**src/rtl/mem_arbiter.sv**
```systemverilog
// Round-robin arbiter sharing one SDRAM controller port between NUM_REQ requesters.
// Handles one transaction at a time and returns the controller completion to the granted port.
//
// state | meaning
// IDLE  | waiting for mem_rdy and a requester; picks the next port after the last one served
// ISSUE | one-cycle mem_r_en/mem_w_en strobe with the registered address/data
// WAIT  | holding address/data until mem_cplt or timeout
// GAP   | one idle cycle so the finished requester can drop its enable
module mem_arbiter #(
  parameter int ADDR_WIDTH     = 24,
  parameter int DATA_WIDTH     = 16,
  parameter int NUM_REQ        = 3,
  parameter int TIMEOUT_CYCLES = 4096
) (
  input  logic                           clk,
  input  logic                           rst_n,
  input  logic [NUM_REQ*ADDR_WIDTH-1:0]  req_addr,
  input  logic [NUM_REQ*DATA_WIDTH-1:0]  req_data_in,
  input  logic [NUM_REQ-1:0]             req_r_en,
  input  logic [NUM_REQ-1:0]             req_w_en,
  output logic [NUM_REQ-1:0]             req_rdy,
  output logic [NUM_REQ-1:0]             req_cplt,
  output logic [DATA_WIDTH-1:0]          req_data_out,
  output logic [ADDR_WIDTH-1:0]          mem_addr,
  output logic [DATA_WIDTH-1:0]          mem_data_in,
  output logic                           mem_r_en,
  output logic                           mem_w_en,
  input  logic                           mem_rdy,
  input  logic                           mem_cplt,
  input  logic [DATA_WIDTH-1:0]          mem_data_out,
  output logic [1:0]                     grant_id,
  output logic                           busy,
  output logic                           timeout_err
);

  // A disabled timeout still needs a 1-bit counter to keep the declarations legal.
  localparam int TW = (TIMEOUT_CYCLES > 0) ? $clog2(TIMEOUT_CYCLES + 1) : 1;
  localparam logic [TW-1:0] TMO_LIMIT = TW'(TIMEOUT_CYCLES);

  typedef enum logic [1:0] {IDLE, ISSUE, WAIT, GAP} state_t;

  state_t                  state_q, state_d;
  logic [1:0]              grant_q, last_q, pick;
  logic [ADDR_WIDTH-1:0]   addr_q, pick_addr;
  logic [DATA_WIDTH-1:0]   data_q, pick_data;
  logic                    op_w_q, pick_w;
  logic [TW-1:0]           tmo_cnt_q;
  logic                    tmo_err_q;
  logic [NUM_REQ-1:0]      req_any;
  logic                    found, start, wait_tmo, done;
  int                      idx;

  // Scan starting one past the last served port so a persistent requester cannot win twice in a row.
  always_comb begin
    req_any = req_r_en | req_w_en;
    found   = 1'b0;
    pick    = '0;
    idx     = 0;
    for (int k = 1; k <= NUM_REQ; k++) begin
      idx = (int'(last_q) + k) % NUM_REQ;
      if (!found && req_any[idx]) begin
        found = 1'b1;
        pick  = 2'(idx);
      end
    end
    pick_addr = req_addr[int'(pick)*ADDR_WIDTH +: ADDR_WIDTH];
    pick_data = req_data_in[int'(pick)*DATA_WIDTH +: DATA_WIDTH];
    pick_w    = req_w_en[pick];
  end

  assign start    = (state_q == IDLE) && mem_rdy && found;
  assign wait_tmo = (TIMEOUT_CYCLES > 0) && (tmo_cnt_q == TMO_LIMIT);
  assign done     = (state_q == WAIT) && (mem_cplt || wait_tmo);

  always_ff @(posedge clk) begin
    if (!rst_n) state_q <= IDLE;
    else        state_q <= state_d;
  end

  always_comb begin
    state_d  = state_q;
    req_rdy  = '0;
    req_cplt = '0;
    mem_r_en = 1'b0;
    mem_w_en = 1'b0;
    busy     = 1'b0;
    case (state_q)
      IDLE: begin
        req_rdy = {NUM_REQ{mem_rdy}};
        if (start) state_d = ISSUE;
      end
      ISSUE: begin
        mem_r_en = ~op_w_q;
        mem_w_en = op_w_q;
        busy     = 1'b1;
        state_d  = WAIT;
      end
      WAIT: begin
        busy = 1'b1;
        if (done) begin
          req_cplt = NUM_REQ'(1) << grant_q;
          state_d  = GAP;
        end
      end
      GAP:     state_d = IDLE;
      default: state_d = IDLE;
    endcase
  end

  always_ff @(posedge clk) begin
    if (!rst_n) begin
      grant_q   <= '0;
      last_q    <= 2'(NUM_REQ - 1);
      addr_q    <= '0;
      data_q    <= '0;
      op_w_q    <= 1'b0;
      tmo_cnt_q <= '0;
      tmo_err_q <= 1'b0;
    end else begin
      if (start) begin
        grant_q <= pick;
        addr_q  <= pick_addr;
        data_q  <= pick_data;
        op_w_q  <= pick_w;
      end
      if (state_q == ISSUE) tmo_cnt_q <= '0;
      else if (state_q == WAIT && !done && tmo_cnt_q != '1) tmo_cnt_q <= tmo_cnt_q + 1'b1;
      if (done) begin
        last_q <= grant_q;
        // A completion arriving in the same cycle as the limit counts as success.
        if (!mem_cplt) tmo_err_q <= 1'b1;
      end
    end
  end

  assign req_data_out = mem_data_out;
  assign mem_addr     = addr_q;
  assign mem_data_in  = data_q;
  assign grant_id     = grant_q;
  assign timeout_err  = tmo_err_q;

endmodule

```
**config.mk**
```make
export PLATFORM = sky130hd
export DESIGN_NAME = mem_arbiter
export DESIGN_NICKNAME = d
export VERILOG_FILES = /design/src/rtl/mem_arbiter.sv
export SDC_FILE = /design/constraint.sdc
export NUM_CORES = 1
export LEC_CHECK = 0
export ABC_CLOCK_PERIOD_IN_PS = 3200
export CORE_UTILIZATION = 39
export CTS_BUF_LIST = sky130_fd_sc_hd__clkbuf_8
export DETAILED_ROUTE_END_ITERATION = 6
export PLACE_DENSITY_LB_ADDON = 0.15
export RECOVER_POWER = 25
export SLEW_MARGIN = 30
export SYNTH_ARGS = -nofsm -noshare
export SYNTH_HDL_FRONTEND = slang
export SYNTH_SLANG_ARGS = --single-unit
```
**constraint.sdc**
```tcl
create_clock -name clk -period 3.2 [get_ports clk]
set_clock_uncertainty 0.15 [all_clocks]
set_input_delay 0.64 -clock clk [delete_from_list [all_inputs] [get_ports clk]]
set_output_delay 0.64 -clock clk [all_outputs]
set_load 0.05 [all_outputs]
```
==> results.yml <==
route:
  vias: 3479
  wire_per_inst_um: 15.2
  drc: 0
  drtAntennaViolNets: 0
  vias_per_cell: 5.11
  drt_iter0_drc: 56
  firstDrtPassIters: 4
  wl_um: 10400
sta:
  period_share: 0.924
  final-setup-viol-count: 0
  setup_tns_ns: 0
  hold_viol_final: 0
  fin_hold_ws_ns: 0.316
  rsz0062_at_grt: "false"
  maxSlewHeadroom: 0.569
  max_freq_mhz: 338
  tightestPinTransition_ns: 0.643
  fin_crit_ns: 2.96
  maxSlewViolCount: 0
floorplanning:
  die-area_um2: 9790
  start_util: 0.400
  io_pins: 214
  core.rowCount: 35
  die_height_um: 98.9
  core_region_area_um2: 9150
  fp.dieW_um: 98.9
setup_path:
  cp_max_fo: 7
  worstSetupPathType: "reg -> out"
  crit_arrival_ns: 2.17
  reg2reg_slack_ns: 0.35
  r2r-end: "mem_data_in[6]"
  cp.required_ns: 2.41
  cp-endpoint: "req_cplt[0]"
  crit_start: "tmo_cnt_q[0]"
  reg2reg_from: "last_q[0]"
  start_kind: "flip-flop"
  reg2reg_depth: 9
  end_kind: "output port"
pwr:
  p_leak_nw: 2.44
  power_density_nw_per_um2: 602
  p_total_mw: 3.48
  ir_worst_vdd_mv: 0.271
clock_tree:
  insertion_delay_ns: 0.34
  clk_pin_slew_ns: 0.07
  cts-buffers-inserted: 9
  max-clock-path-buffers: 2
  cts_tree: "built"
  cts_setup_buffers: 0
  root_buffer: "clkbuf_8"
  h-tree-depth: 3
  cts.sinks: 61
grt:
  track_usage: 0.209
  antenna_found_initial: 0
  grt_pass1_vias: 3419
  grt_max_degree: 42
  gr-total-overflow: 0
  grt_pass1_wl_um: 16300
logic_synthesis:
  synth_cell_types: 40
  avgSynthCellArea_um2: 9.14
  seq_area_frac_synth: 0.333
  yosys_warnings: 0
  syn-num-nets: 556
  synthCells: 401
  synth-seq-cells: 61
  synth_area_um2: 3660
run:
  drv_cap: 0
placement:
  io_buffers: 181
  place_congestion: 0.763
  dp_hpwl_um: 7790
layout:
  area_delta_synth_final_pct: 57.5
  mostFrequentLayoutCell: "clkdlybuf4s50_1"
  drive_gt1_frac: 0.140
  final_cell_mix: "clkdlybuf4s50_1 (167), dfxtp_1 (61), inv_1 (52)"
  nets: 720
  diodes: 0
worst_hold_path:
  holdCritPathClass: "reg -> reg"
outcome:
  outcome: "complete, no violations"
==> area by class of cell <==
cell class	count	area (um^2)
multi-input cells	249	2030
clock buffers	10	138
well taps	111	139
fillers	789	3380
flip-flops and latches	61	1220
clock inverters	6	62.6
repair buffers	192	1990
inverters	52	195
==> cell families (layout without fill, tap and decap cells) <==
logic type	after synthesis	in the layout	synth area share
buffers and inverters	91	260	0.124
adders and majority gates	9	9	0.0307
DFF	61	61	0.333
AOI/OAI and AO/OA	66	66	0.217
and+or+nand+nor	121	121	0.154
muxes	44	44	0.120
xor gates and xnor gates	9	9	0.0215
==> flip-flops by register name, summed over array words and instances, names as in the netlist <==
signal	flops
timeout_err	1
state_q	2
grant_id	2
op_w_q	1
tmo_cnt_q	13
mem_addr	24
last_q	2
mem_data_in	16
==> synthesized netlist by cell type <==
cell type | count | share of area
a21oi_1 | 4 | 0.0055
a41oi_1 | 1 | 0.0024
o221a_2 | 1 | 0.0031
nor4_1 | 1 | 0.0017
a311oi_1 | 1 | 0.0024
clkbuf_1 | 7 | 0.0072
o21a_1 | 1 | 0.0020
nand2_1 | 51 | 0.052
nand3_1 | 8 | 0.011
nor2_1 | 25 | 0.026
dfxtp_1 | 61 | 0.33
nor3_1 | 10 | 0.014
a31oi_1 | 1 | 0.0017
buf_2 | 9 | 0.012
or3b_1 | 2 | 0.0048
a211o_1 | 2 | 0.0048
o21ai_0 | 4 | 0.0055
and3_1 | 3 | 0.0051
o22ai_1 | 1 | 0.0017
and4_1 | 1 | 0.0024
nor4b_1 | 3 | 0.0072
a211oi_1 | 4 | 0.0082
a31oi_2 | 1 | 0.0034
nor2b_1 | 2 | 0.0034
and2_1 | 2 | 0.0034
xnor2_1 | 8 | 0.019
o221ai_1 | 1 | 0.0024
or3_1 | 3 | 0.0051
xor2_1 | 1 | 0.0024
ha_1 | 9 | 0.031
o21ai_1 | 3 | 0.0041
mux2i_1 | 44 | 0.12
o221ai_2 | 40 | 0.16
buf_6 | 4 | 0.012
nor3b_1 | 3 | 0.0061
nand4_1 | 4 | 0.0068
a31oi_4 | 1 | 0.0058
nand2b_1 | 3 | 0.0051
inv_1 | 52 | 0.053
buf_4 | 19 | 0.039
==> stage by stage <==
stage | setup slack (ns) | instances | utilization | cell area, um^2
finish | 0.245 | 681 | 0.630 | 5770
floorplan | 0.0954 | 401 | - | 3660
global placement | 0.157 | 665 | 0.608 | 5560
CTS | 0.166 | 681 | 0.630 | 5760
global route | 0.0445 | 681 | 0.630 | 5770
detailed placement | 0.0729 | 665 | 0.608 | 5560
==> where the power goes <==
part           switching [mW]  internal (mW)
logic                    1.07          0.723
registers              0.0809          0.903
clock network           0.318          0.377
total                    1.47           2.00
==> worst min-delay path by stage <==
| stage | from | endpoint | slack (ns) | depth (start not counted) |
|---|---|---|---|---|
| 2_1_floorplan | op_w_q | op_w_q | 0.30 | 2 |
| 3_3_place_gp | mem_data_in[13] | mem_data_in[13] | 0.30 | 2 |
| 3_5_place_dp | mem_addr[5] | mem_addr[5] | 0.30 | 2 |
| 4_1_cts | mem_addr[8] | mem_addr[8] | 0.32 | 2 |
| 5_1_grt | mem_data_in[15] | mem_data_in[15] | 0.34 | 2 |
| 6_report | mem_addr[14] | mem_addr[14] | 0.32 | 2 |
==> what timing repair did <==
action                                  CTS  global route
endpoints found under the setup margin    0             2
hold buffers                              0             0
gates resized for setup                   0             2
==> per-layer routing <==
layer	vias up	share of wire	GRT usage
met2	139	0.50	0.379
li1	1710	-	-
met5	-	0	0
met1	1619	0.40	0.236
met3	11	0.082	0.0567
met4	0	0.013	0.0723
==> critical path: stages (launching register included) <==
cell and delay, ns:
dfxtp_1 0.33, inv_1 0.10, ha_1 0.14, nor4b_1 0.33
and3_1 0.22, o21ai_1 0.18, nor3_1 0.34, buf_12 0.18
No activity file was read; power rests on OpenSTA's default activity.
